File: config.mk
export PLATFORM = sky130hd
export DESIGN_NAME = uart_rx_engine
export DESIGN_NICKNAME = d
export VERILOG_FILES = /design/src/rtl/uart_rx_pkg.sv /design/src/rtl/uart_rx_fifo.sv /design/src/rtl/uart_rx_engine.sv
export SDC_FILE = /design/constraint.sdc
export NUM_CORES = 1
export LEC_CHECK = 0
export CAP_MARGIN = 20
export CORE_MARGIN = 3
export CORE_UTILIZATION = 45
export CTS_CLUSTER_SIZE = 14
export DETAILED_ROUTE_END_ITERATION = 8
export HOLD_SLACK_MARGIN = 0.06
export SLEW_MARGIN = 25
export SYNTH_ARGS = -nofsm -noshare
export SYNTH_HDL_FRONTEND = slang
export SYNTH_SLANG_ARGS = --single-unit
File: constraint.sdc
create_clock -name clk -period 5 [get_ports clk]
set_input_delay 0.5 -clock clk [delete_from_list [all_inputs] [get_ports clk]]
set_output_delay 0.5 -clock clk [all_outputs]
set_load 0.05 [all_outputs]
File: src/rtl/uart_rx_pkg.sv
// rtl/uart_rx_pkg.sv - shared UART receive types, constants and helpers
package uart_rx_pkg;

    localparam int UART_MIN_DATA_BITS  = 5;
    localparam int UART_DEF_OVERSAMPLE = 16;
    localparam int UART_DEF_DATA_W_MAX = 9;

    typedef enum logic [2:0] {
        IDLE,
        START,
        DATA,
        PARITY,
        STOP,
        BRK_WAIT
    } uart_rx_state_e;

    typedef struct packed {
        logic                           brk;
        logic                           frm_err;
        logic                           par_err;
        logic [UART_DEF_DATA_W_MAX-1:0] data;
    } uart_rx_word_t;

    // Clamp a requested character length into the supported range.
    function automatic logic [3:0] uart_clamp_bits(input logic [3:0] bits, input int max_bits);
        if (int'(bits) < UART_MIN_DATA_BITS) return 4'(UART_MIN_DATA_BITS);
        if (int'(bits) > max_bits) return 4'(max_bits);
        return bits;
    endfunction

endpackage

File: src/rtl/uart_rx_fifo.sv
// rtl/uart_rx_fifo.sv - synchronous first-word-fall-through FIFO
module uart_rx_fifo #(
    parameter int WIDTH = 12,
    parameter int DEPTH = 8
) (
    input  logic                     clk,
    input  logic                     rst_n,
    input  logic                     push,
    input  logic [WIDTH-1:0]         push_data,
    input  logic                     pop,
    output logic [WIDTH-1:0]         pop_data,
    output logic                     full,
    output logic                     empty,
    output logic [$clog2(DEPTH):0]   level
);

    localparam int PTR_W = $clog2(DEPTH);
    localparam int LVL_W = PTR_W + 1;

    logic [WIDTH-1:0] mem_q [DEPTH];
    logic [PTR_W-1:0] wr_ptr_q, wr_ptr_d;
    logic [PTR_W-1:0] rd_ptr_q, rd_ptr_d;
    logic [LVL_W-1:0] level_q, level_d;
    logic             push_ok;
    logic             pop_ok;

    assign full  = (level_q == LVL_W'(DEPTH));
    assign empty = (level_q == '0);
    assign level = level_q;
    // Head is forced to zero when empty so the outputs are defined out of reset.
    assign pop_data = empty ? '0 : mem_q[rd_ptr_q];

    always_comb begin
        push_ok  = push && (!full || pop);
        pop_ok   = pop && !empty;
        wr_ptr_d = push_ok ? wr_ptr_q + PTR_W'(1) : wr_ptr_q;
        rd_ptr_d = pop_ok ? rd_ptr_q + PTR_W'(1) : rd_ptr_q;
        level_d  = level_q;
        if (push_ok && !pop_ok) begin
            level_d = level_q + LVL_W'(1);
        end else if (!push_ok && pop_ok) begin
            level_d = level_q - LVL_W'(1);
        end
    end

    always_ff @(posedge clk or negedge rst_n) begin
        if (!rst_n) begin
            wr_ptr_q <= '0;
            rd_ptr_q <= '0;
            level_q  <= '0;
        end else begin
            wr_ptr_q <= wr_ptr_d;
            rd_ptr_q <= rd_ptr_d;
            level_q  <= level_d;
        end
    end

    always_ff @(posedge clk) begin
        if (push_ok) begin
            mem_q[wr_ptr_q] <= push_data;
        end
    end

endmodule

File: src/rtl/uart_rx_engine.sv
// rtl/uart_rx_engine.sv - oversampling UART receiver with status FIFO
module uart_rx_engine
    import uart_rx_pkg::*;
#(
    parameter int DATA_W_MAX  = UART_DEF_DATA_W_MAX,
    parameter int OVERSAMPLE  = UART_DEF_OVERSAMPLE,
    parameter int DIV_W       = 16,
    parameter int FIFO_DEPTH  = 8,
    parameter int SYNC_STAGES = 2
) (
    input  logic                          clk,
    input  logic                          rst_n,
    input  logic                          rx,
    input  logic [DIV_W-1:0]              cfg_div,
    input  logic [3:0]                    cfg_bits,
    input  logic                          cfg_par_en,
    input  logic                          cfg_par_odd,
    input  logic                          cfg_stop2,
    output logic                          rx_valid,
    input  logic                          rx_ready,
    output logic [DATA_W_MAX-1:0]         rx_data,
    output logic                          rx_par_err,
    output logic                          rx_frm_err,
    output logic                          rx_break,
    output logic [$clog2(FIFO_DEPTH):0]   fifo_level,
    output logic                          overrun,
    input  logic                          overrun_clr,
    output logic                          busy
);

    localparam int SCNT_W = $clog2(OVERSAMPLE);
    localparam int WORD_W = DATA_W_MAX + 3;
    localparam logic [SCNT_W-1:0] S_LO   = SCNT_W'(OVERSAMPLE / 2 - 1);
    localparam logic [SCNT_W-1:0] S_MID  = SCNT_W'(OVERSAMPLE / 2);
    localparam logic [SCNT_W-1:0] S_HI   = SCNT_W'(OVERSAMPLE / 2 + 1);
    localparam logic [SCNT_W-1:0] S_LAST = SCNT_W'(OVERSAMPLE - 1);

    logic [SYNC_STAGES-1:0] sync_q, sync_d;
    logic                   rx_prev_q, rx_prev_d;
    uart_rx_state_e         state_q, state_d;
    logic [DIV_W-1:0]       pre_q, pre_d;
    logic [DIV_W-1:0]       div_q, div_d;
    logic [SCNT_W-1:0]      scnt_q, scnt_d;
    logic [1:0]             samp_q, samp_d;
    logic [3:0]             bits_q, bits_d;
    logic [3:0]             bit_q, bit_d;
    logic                   par_en_q, par_en_d;
    logic                   par_odd_q, par_odd_d;
    logic                   stop2_q, stop2_d;
    logic                   par_bit_q, par_bit_d;
    logic                   stop_idx_q, stop_idx_d;
    logic                   frm_q, frm_d;
    logic [DATA_W_MAX-1:0]  data_q, data_d;
    logic                   busy_q, busy_d;
    logic                   overrun_q, overrun_d;

    logic                   rx_s;
    logic                   tick;
    logic                   vote;
    logic                   vote_now;
    logic                   push;
    logic                   push_brk;
    logic                   push_frm;
    logic                   par_err_w;
    logic                   pop;
    logic                   fifo_full;
    logic                   fifo_empty;
    logic [WORD_W-1:0]      push_word;
    logic [WORD_W-1:0]      head_word;

    assign rx_s      = sync_q[SYNC_STAGES-1];
    assign vote      = (samp_q[0] & samp_q[1]) | (samp_q[0] & rx_s) | (samp_q[1] & rx_s);
    assign par_err_w = par_en_q && ((^{data_q, par_bit_q}) != par_odd_q);
    assign push_word = {push_brk, push_frm, par_err_w, data_q};
    assign pop       = rx_valid && rx_ready;

    always_comb begin
        sync_d     = {sync_q[SYNC_STAGES-2:0], rx};
        rx_prev_d  = rx_s;
        state_d    = state_q;
        pre_d      = pre_q;
        div_d      = div_q;
        scnt_d     = scnt_q;
        samp_d     = samp_q;
        bits_d     = bits_q;
        bit_d      = bit_q;
        par_en_d   = par_en_q;
        par_odd_d  = par_odd_q;
        stop2_d    = stop2_q;
        par_bit_d  = par_bit_q;
        stop_idx_d = stop_idx_q;
        frm_d      = frm_q;
        data_d     = data_q;
        tick       = 1'b0;
        push       = 1'b0;
        push_brk   = 1'b0;
        push_frm   = 1'b0;

        // Prescaler and sample counter are held at zero while idle so each frame
        // starts its bit timing from the detected start edge.
        if (state_q == IDLE) begin
            pre_d = '0;
        end else if (pre_q == div_q - DIV_W'(1)) begin
            pre_d = '0;
            tick  = 1'b1;
        end else begin
            pre_d = pre_q + DIV_W'(1);
        end

        if (state_q == IDLE) begin
            scnt_d = '0;
        end else if (tick) begin
            scnt_d = (scnt_q == S_LAST) ? '0 : scnt_q + SCNT_W'(1);
        end
        if (tick && scnt_q == S_LO) samp_d[0] = rx_s;
        if (tick && scnt_q == S_MID) samp_d[1] = rx_s;
        vote_now = tick && (scnt_q == S_HI);

        unique case (state_q)
            IDLE: begin
                if (rx_prev_q && !rx_s) begin
                    state_d    = START;
                    div_d      = (cfg_div == '0) ? DIV_W'(1) : cfg_div;
                    bits_d     = uart_clamp_bits(cfg_bits, DATA_W_MAX);
                    par_en_d   = cfg_par_en;
                    par_odd_d  = cfg_par_odd;
                    stop2_d    = cfg_stop2;
                    bit_d      = '0;
                    par_bit_d  = 1'b0;
                    stop_idx_d = 1'b0;
                    frm_d      = 1'b0;
                    data_d     = '0;
                end
            end
            START: begin
                if (vote_now) begin
                    state_d = vote ? IDLE : DATA;
                end
            end
            DATA: begin
                if (vote_now) begin
                    for (int i = 0; i < DATA_W_MAX; i++) begin
                        if (i == int'(bit_q)) data_d[i] = vote;
                    end
                    if (bit_q == bits_q - 4'd1) begin
                        state_d = par_en_q ? PARITY : STOP;
                    end else begin
                        bit_d = bit_q + 4'd1;
                    end
                end
            end
            PARITY: begin
                if (vote_now) begin
                    par_bit_d = vote;
                    state_d   = STOP;
                end
            end
            STOP: begin
                // Words are pushed at the mid-sample of the final stop bit, not its end,
                // so a following start edge is never missed.
                if (vote_now) begin
                    if (!stop_idx_q) begin
                        if (data_q == '0 && !(par_en_q && par_bit_q) && !vote) begin
                            push     = 1'b1;
                            push_brk = 1'b1;
                            push_frm = 1'b1;
                            state_d  = BRK_WAIT;
                        end else if (stop2_q) begin
                            frm_d      = !vote;
                            stop_idx_d = 1'b1;
                        end else begin
                            push     = 1'b1;
                            push_frm = !vote;
                            state_d  = IDLE;
                        end
                    end else begin
                        push     = 1'b1;
                        push_frm = frm_q | !vote;
                        state_d  = IDLE;
                    end
                end
            end
            BRK_WAIT: begin
                if (rx_s) state_d = IDLE;
            end
            default: state_d = IDLE;
        endcase

        busy_d    = (state_d != IDLE);
        overrun_d = (overrun_q && !overrun_clr) || (push && fifo_full && !pop);
    end

    always_ff @(posedge clk or negedge rst_n) begin
        if (!rst_n) begin
            sync_q     <= '1;
            rx_prev_q  <= 1'b1;
            state_q    <= IDLE;
            pre_q      <= '0;
            div_q      <= DIV_W'(1);
            scnt_q     <= '0;
            samp_q     <= '0;
            bits_q     <= 4'(UART_MIN_DATA_BITS);
            bit_q      <= '0;
            par_en_q   <= 1'b0;
            par_odd_q  <= 1'b0;
            stop2_q    <= 1'b0;
            par_bit_q  <= 1'b0;
            stop_idx_q <= 1'b0;
            frm_q      <= 1'b0;
            data_q     <= '0;
            busy_q     <= 1'b0;
            overrun_q  <= 1'b0;
        end else begin
            sync_q     <= sync_d;
            rx_prev_q  <= rx_prev_d;
            state_q    <= state_d;
            pre_q      <= pre_d;
            div_q      <= div_d;
            scnt_q     <= scnt_d;
            samp_q     <= samp_d;
            bits_q     <= bits_d;
            bit_q      <= bit_d;
            par_en_q   <= par_en_d;
            par_odd_q  <= par_odd_d;
            stop2_q    <= stop2_d;
            par_bit_q  <= par_bit_d;
            stop_idx_q <= stop_idx_d;
            frm_q      <= frm_d;
            data_q     <= data_d;
            busy_q     <= busy_d;
            overrun_q  <= overrun_d;
        end
    end

    uart_rx_fifo #(
        .WIDTH (WORD_W),
        .DEPTH (FIFO_DEPTH)
    ) u_fifo (
        .clk       (clk),
        .rst_n     (rst_n),
        .push      (push),
        .push_data (push_word),
        .pop       (pop),
        .pop_data  (head_word),
        .full      (fifo_full),
        .empty     (fifo_empty),
        .level     (fifo_level)
    );

    assign rx_valid = !fifo_empty;
    assign {rx_break, rx_frm_err, rx_par_err, rx_data} = head_word;
    assign overrun  = overrun_q;
    assign busy     = busy_q;

endmodule

==> results_dict.tcl, run 1 <==
set metrics [dict create \
    use_met1_pct 21.8 \
    grt_max_degree 80 \
    ios 47 \
    met3_usage_pct 3.90 \
    clk_pin_slew_ps 70 \
    yosys_warnings 0 \
    rsz0062_at_grt "no" \
    required_ps 5320 \
    p_leak_nw 3.69 \
    cts_setup_buffers 0 \
    period_minus_slack_ps 4480 \
    worstSetupEndpointType "flop" \
    die_width_um 142 \
    grt_antenna_before_repair 0 \
    hold_viol 0 \
    status "complete, no violations" \
    crit_type "flop to flop" \
    first_pass_iters 4 \
    power_mw 4.62 \
    area_delta_synth_final_pct 16.1 \
    grt_pass1_wl_um 27400 \
    clk_latency_ps 440 \
    antenna_cells 0 \
    powerDensity_nw_per_um2 478 \
    htree_levels 4 \
    synth_ff_type "edfxtp_1" \
    peakVddDrop_uv 278 \
    dp_hpwl_um 11600 \
    die_h_um 142 \
    syn_inst 677 \
    synth.distinct_cells 65 \
    finalSetupTns_ps 0 \
    gp_congestion 0.851 \
    fin_crit_sh_pct 89.7 \
    synth_area_per_cell_um2 12.3 \
    groute.usage.overall_pct 17.5 \
    arrival_ps 4800 \
    async_flop_share_pct 45.1 \
    worst_setup_path_start_kind "flop" \
    final_cell_mix "edfxtp_1, nand2_1, dfrtp_1, nor2_1, clkdlybuf4s50_1" \
    start_util_pct 46.0 \
    layout-drive-gt1-share_pct 12.1 \
    drv_slew 0 \
    ys_ff_latch 175 \
    yosys.area.top_type "edfxtp_1" \
    setup_viol 0 \
    globalRoute.busiestLayer "met2" \
    rows 49 \
    post_cts_resized 0 \
    cts_buffers 17 \
    wl_per_cell_um 17.4 \
    maxSlewHeadroom_pct 41.2 \
    grt_use_met2_pct 30.6 \
    skew_ps 12.4 \
    routed_wl_um 16700 \
    cp_max_fo 11 \
    ant_nets 0 \
    clock_path_buffers 2 \
    hold_path_class "primary input to asynchronous set/reset pin" \
    vias 5237 \
    maxCapViolCount 0 \
    mostFrequentLayoutCell "edfxtp_1" \
    io_buffer_count 46 \
    grt_pass1_vias 5345 \
    fillCellCount 1506 \
    drc 0 \
    syn_area_um2 8320 \
    grt-ovfl-total 0 \
    seq_area_frac_synth_pct 58.5 \
    cts-root-buf "clkbuf_16" \
    cts_tree "built" \
    synth_nets 721 \
    core_um2 18100 \
    die-area_um2 20200 \
    worstMarginPinSlew_ps 876 \
    vias_per_cell 5.43 \
    drt-initial-drc-count 227 \
    numClockSinks 175 \
    ys_top_cells_by_area "edfxtp_1, dfrtp_1, mux4_2" \
    fmax_mhz 223 \
    synth_edf_count 96 \
    cts_hold_repair.buffers 0 \
    finalNetCount 766 \
    synth_top_area_share_pct 34.6 \
]
cell families (layout without fill, tap and decap cells):
group / count (synthesis) / count (layout) / synth area share (%)
simple gates: 259 / 259 / 15.4
mux: 48 / 48 / 9.48
buf+inv: 48 / 106 / 2.43
flops: 175 / 175 / 58.5
compound gates: 77 / 77 / 6.00
xor+xnor: 54 / 54 / 5.68
fa+ha+maj: 16 / 16 / 2.50
routing by layer:
metal / vias to the layer above / wire length [um]
li1: 2545 / -
met1: 2579 / 7280
met2: 95 / 8640
met3: 18 / 583
met4: 0 / 233
met5: - / 0
final cells by class:
| cell class | count | area (um2) | share of cell area, % |
|---|---|---|---|
| Sequential cell | 175 | 4870 | 50.4 |
| Multi-Input combinational cell | 454 | 3270 | 33.8 |
| Timing Repair Buffer | 57 | 544 | 5.63 |
| Clock buffer | 17 | 425 | 4.40 |
| Tap cell | 229 | 287 | 2.96 |
| Clock inverter | 15 | 210 | 2.17 |
| Inverter | 17 | 63.8 | 0.660 |
cells in the mapped netlist (6+ instances only):
library cell	instances
nand2b_1	16
dfstp_2	6
clkbuf_1	21
dfrtp_1	73
xor2_1	22
and2_1	6
edfxtp_1	96
mux4_2	24
xnor2_1	32
nand2_1	89
o21ai_0	20
o311ai_0	10
a21oi_1	13
o21ai_1	9
inv_1	17
nand3_1	19
nor4_1	10
nor3_1	13
mux2i_1	17
ha_1	15
nor2_1	62
final timing paths:
kind                       startpoint               to  slack (ps)  cells past startpoint
setup / recovery             div_q[0]  u_fifo.level[3]         520                     17
hold / removal                  rst_n  u_fifo.level[0]          80                      1
setup reg to reg             div_q[0]  u_fifo.level[3]         520                     17
hold reg to reg             sync_q[0]        sync_q[1]         380                      0
max in group asynchronous       rst_n        data_q[0]        4390                      1
min in group clk            sync_q[0]        sync_q[1]         380                      0
worst max-delay path, stage by stage, from the launching register on:
cell and delay (ps):
dfstp_2 590, inv_1 80, ha_1 320, nor2b_1 190, xnor2_1 140, a31oi_1 100
or4_1 550, nor4_1 560, nand4_4 220, nor3_2 330, ha_1 240, inv_1 90
ha_1 280, a21o_1 170, a21oi_1 170, xnor2_1 140, nor2_1 70, xor2_1 140
sequential cells by signal, indices dropped and copies added (netlist names):
register / count
data_q: 9
bits_q: 4
stop_idx_q: 1
scnt_q: 4
par_en_q: 1
frm_q: 1
overrun: 1
div_q: 16
u_fifo.mem_q: 96
bit_q: 4
pre_q: 16
u_fifo.rd_ptr_q: 3
par_odd_q: 1
par_bit_q: 1
stop2_q: 1
u_fifo.level: 4
busy: 1
state_q: 3
rx_prev_q: 1
sync_q: 2
samp_q: 2
u_fifo.wr_ptr_q: 3
through the flow:
step	worst slack [ps]	hold WS (ps)	util, %	cells	cell area, um2
floorplan	886	204	-	677	8320
global placement	615	365	49.9	932	9030
detailed placement	542	361	49.9	932	9030
CTS	530	271	53.4	964	9660
global route	215	148	53.5	964	9670
finish	516	81.1	53.5	964	9670
power by group:
group	switching (mW)	internal, mW	total (mW)
registers	0.285	1.66	1.94
logic	0.739	0.565	1.30
clock network	0.643	0.730	1.37
total	1.67	2.95	4.62
Note: power is estimated with default switching activity, not from simulation.
==> run 2: changes to the inputs <==
--- a/config.mk
+++ b/config.mk
@@ -7,7 +7,7 @@
 export LEC_CHECK = 0
 export CAP_MARGIN = 20
 export CORE_MARGIN = 3
-export CORE_UTILIZATION = 45
+export CORE_UTILIZATION = 30
 export CTS_CLUSTER_SIZE = 14
 export DETAILED_ROUTE_END_ITERATION = 8
 export HOLD_SLACK_MARGIN = 0.06
==> constraint.sdc (replaced) <==
create_clock -name clk -period 5.44 [get_ports clk]
set_input_delay 0.544 -clock clk [delete_from_list [all_inputs] [get_ports clk]]
set_output_delay 0.544 -clock clk [all_outputs]
set_load 0.05 [all_outputs]
==> results_dict.tcl, run 2 (synthesis gave the netlist of run 1 again) <==
set metrics [dict create \
    grt-ovfl-total 0 \
    ios 47 \
    maxCapViolCount 0 \
    setup_viol 0 \
    htree_levels 4 \
    met3_usage_pct 2.55 \
    drv_slew 0 \
    grt_max_degree 80 \
    clk_latency_ps 430 \
    first_pass_iters 4 \
    cts_buffers 17 \
    worstMarginPinSlew_ps 921 \
    cp_max_fo 11 \
    period_minus_slack_ps 4480 \
    p_leak_nw 3.69 \
    multi_input_area_um2 3270 \
    required_ps 5760 \
    final_cell_mix "edfxtp_1, nand2_1, dfrtp_1, nor2_1, clkdlybuf4s50_1" \
    globalRoute.busiestLayer "met2" \
    finalSetupTns_ps 0 \
    clock_path_buffers 2 \
    final_cell_area_um2 9830 \
    arrival_ps 4800 \
    cts-root-buf "clkbuf_16" \
    numClockSinks 175 \
    placed_area_um2 9230 \
    area_delta_synth_final_pct 18.1 \
    grt_use_met2_pct 19.5 \
    skew_ps 12.0 \
    post_cts_resized 0 \
    cts_tree "built" \
    powerDensity_nw_per_um2 428 \
    fillCellCount 2674 \
    io_buffer_count 46 \
    use_met1_pct 15.3 \
    dp_hpwl_um 11700 \
    fmax_mhz 223 \
    seqCellArea_um2 4870 \
    mostFrequentLayoutCell "edfxtp_1" \
    groute.usage.overall_pct 11.6 \
    vias_per_cell 4.71 \
    start_util_pct 30.7 \
    die_width_um 173 \
    cts_setup_buffers 0 \
    maxSlewHeadroom_pct 38.1 \
    status "complete, no violations" \
    antenna_cells 0 \
    top_regs "u_fifo.mem_q x96, div_q x16, pre_q x16" \
    r2r_cells 17 \
    finalNetCount 770 \
    max_flop_register "u_fifo.mem_q" \
    worst_setup_path_start_kind "flop" \
    die_h_um 173 \
    hold_path_class "primary input to asynchronous set/reset pin" \
    vias 5226 \
    ant_nets 0 \
    grt_pass1_wl_um 27700 \
    wl_per_cell_um 15.3 \
    drt-initial-drc-count 296 \
    die-area_um2 29800 \
    drc 0 \
    grt_pass1_vias 5212 \
    worstSetupEndpointType "flop" \
    largest_register_ffs 96 \
    fin_crit_sh_pct 82.4 \
    peakVddDrop_uv 206 \
    hold_viol 0 \
    routed_wl_um 16900 \
    grt_antenna_before_repair 0 \
    layout-drive-gt1-share_pct 12.5 \
    rows 60 \
    clk_pin_slew_ps 70 \
    crit_type "flop to flop" \
    core_um2 27100 \
    gp_congestion 0.795 \
    rsz0062_at_grt "no" \
    cts_hold_repair.buffers 0 \
]
## run 2: metrics by stage
stage / worst slack (ps) / cells / total power [mW] / util (%) / hold slack, ps
final: 958 / 1110 / 4.21 / 36.3 / 150
after global routing: 606 / 1110 / 4.44 / 36.3 / 209
after CTS: 935 / 1110 / 4.26 / 36.3 / 330
after detailed placement: 952 / 1079 / 3.03 / 34.1 / 364
after global placement: 1040 / 1079 / 3.01 / 34.1 / 366
after floorplan: 1330 / 677 / 2.65 / - / 248
## run 2: routing by layer
layer	vias to the layer above	wire length, um
met5	-	0
met4	0	182
met3	16	681
met2	101	8240
met1	2560	7830
li1	2549	-
## run 2: final cells by class
class                   instances  area share (%)
inverters                      17           0.649
clock inverters                14            1.73
multi-input cells             454            33.2
flip-flops and latches        175            49.5
clock buffers                  17            4.33
well taps                     372            4.73
repair buffers                 61            5.84
## run 2: final timing paths
path                            from              end  slack [ps]
max                         div_q[0]  u_fifo.level[3]         960
min                            rst_n         pre_q[0]         150
max reg2reg                 div_q[0]  u_fifo.level[3]         960
min reg2reg                sync_q[0]        sync_q[1]         380
max in group asynchronous      rst_n        data_q[5]        4780
min in group clk           sync_q[0]        sync_q[1]         380
## run 2: worst max-delay path, cell delays in order, from the launching register on
cell,delay [ps]
dfstp_2,590
inv_1,70
ha_1,330
nor2b_1,190
xnor2_1,130
a31oi_1,90
or4_1,550
nor4_1,580
nand4_4,230
nor3_2,320
ha_1,230
inv_1,90
ha_1,280
a21o_1,170
a21oi_1,160
xnor2_1,130
nor2_1,70
xor2_1,140
## run 2: power by group
part	switching (mW)	total, mW	internal [mW]	leakage [nW]
registers	0.219	1.74	1.52	1.90
clock network	0.567	1.22	0.656	0.289
logic	0.716	1.24	0.523	1.50
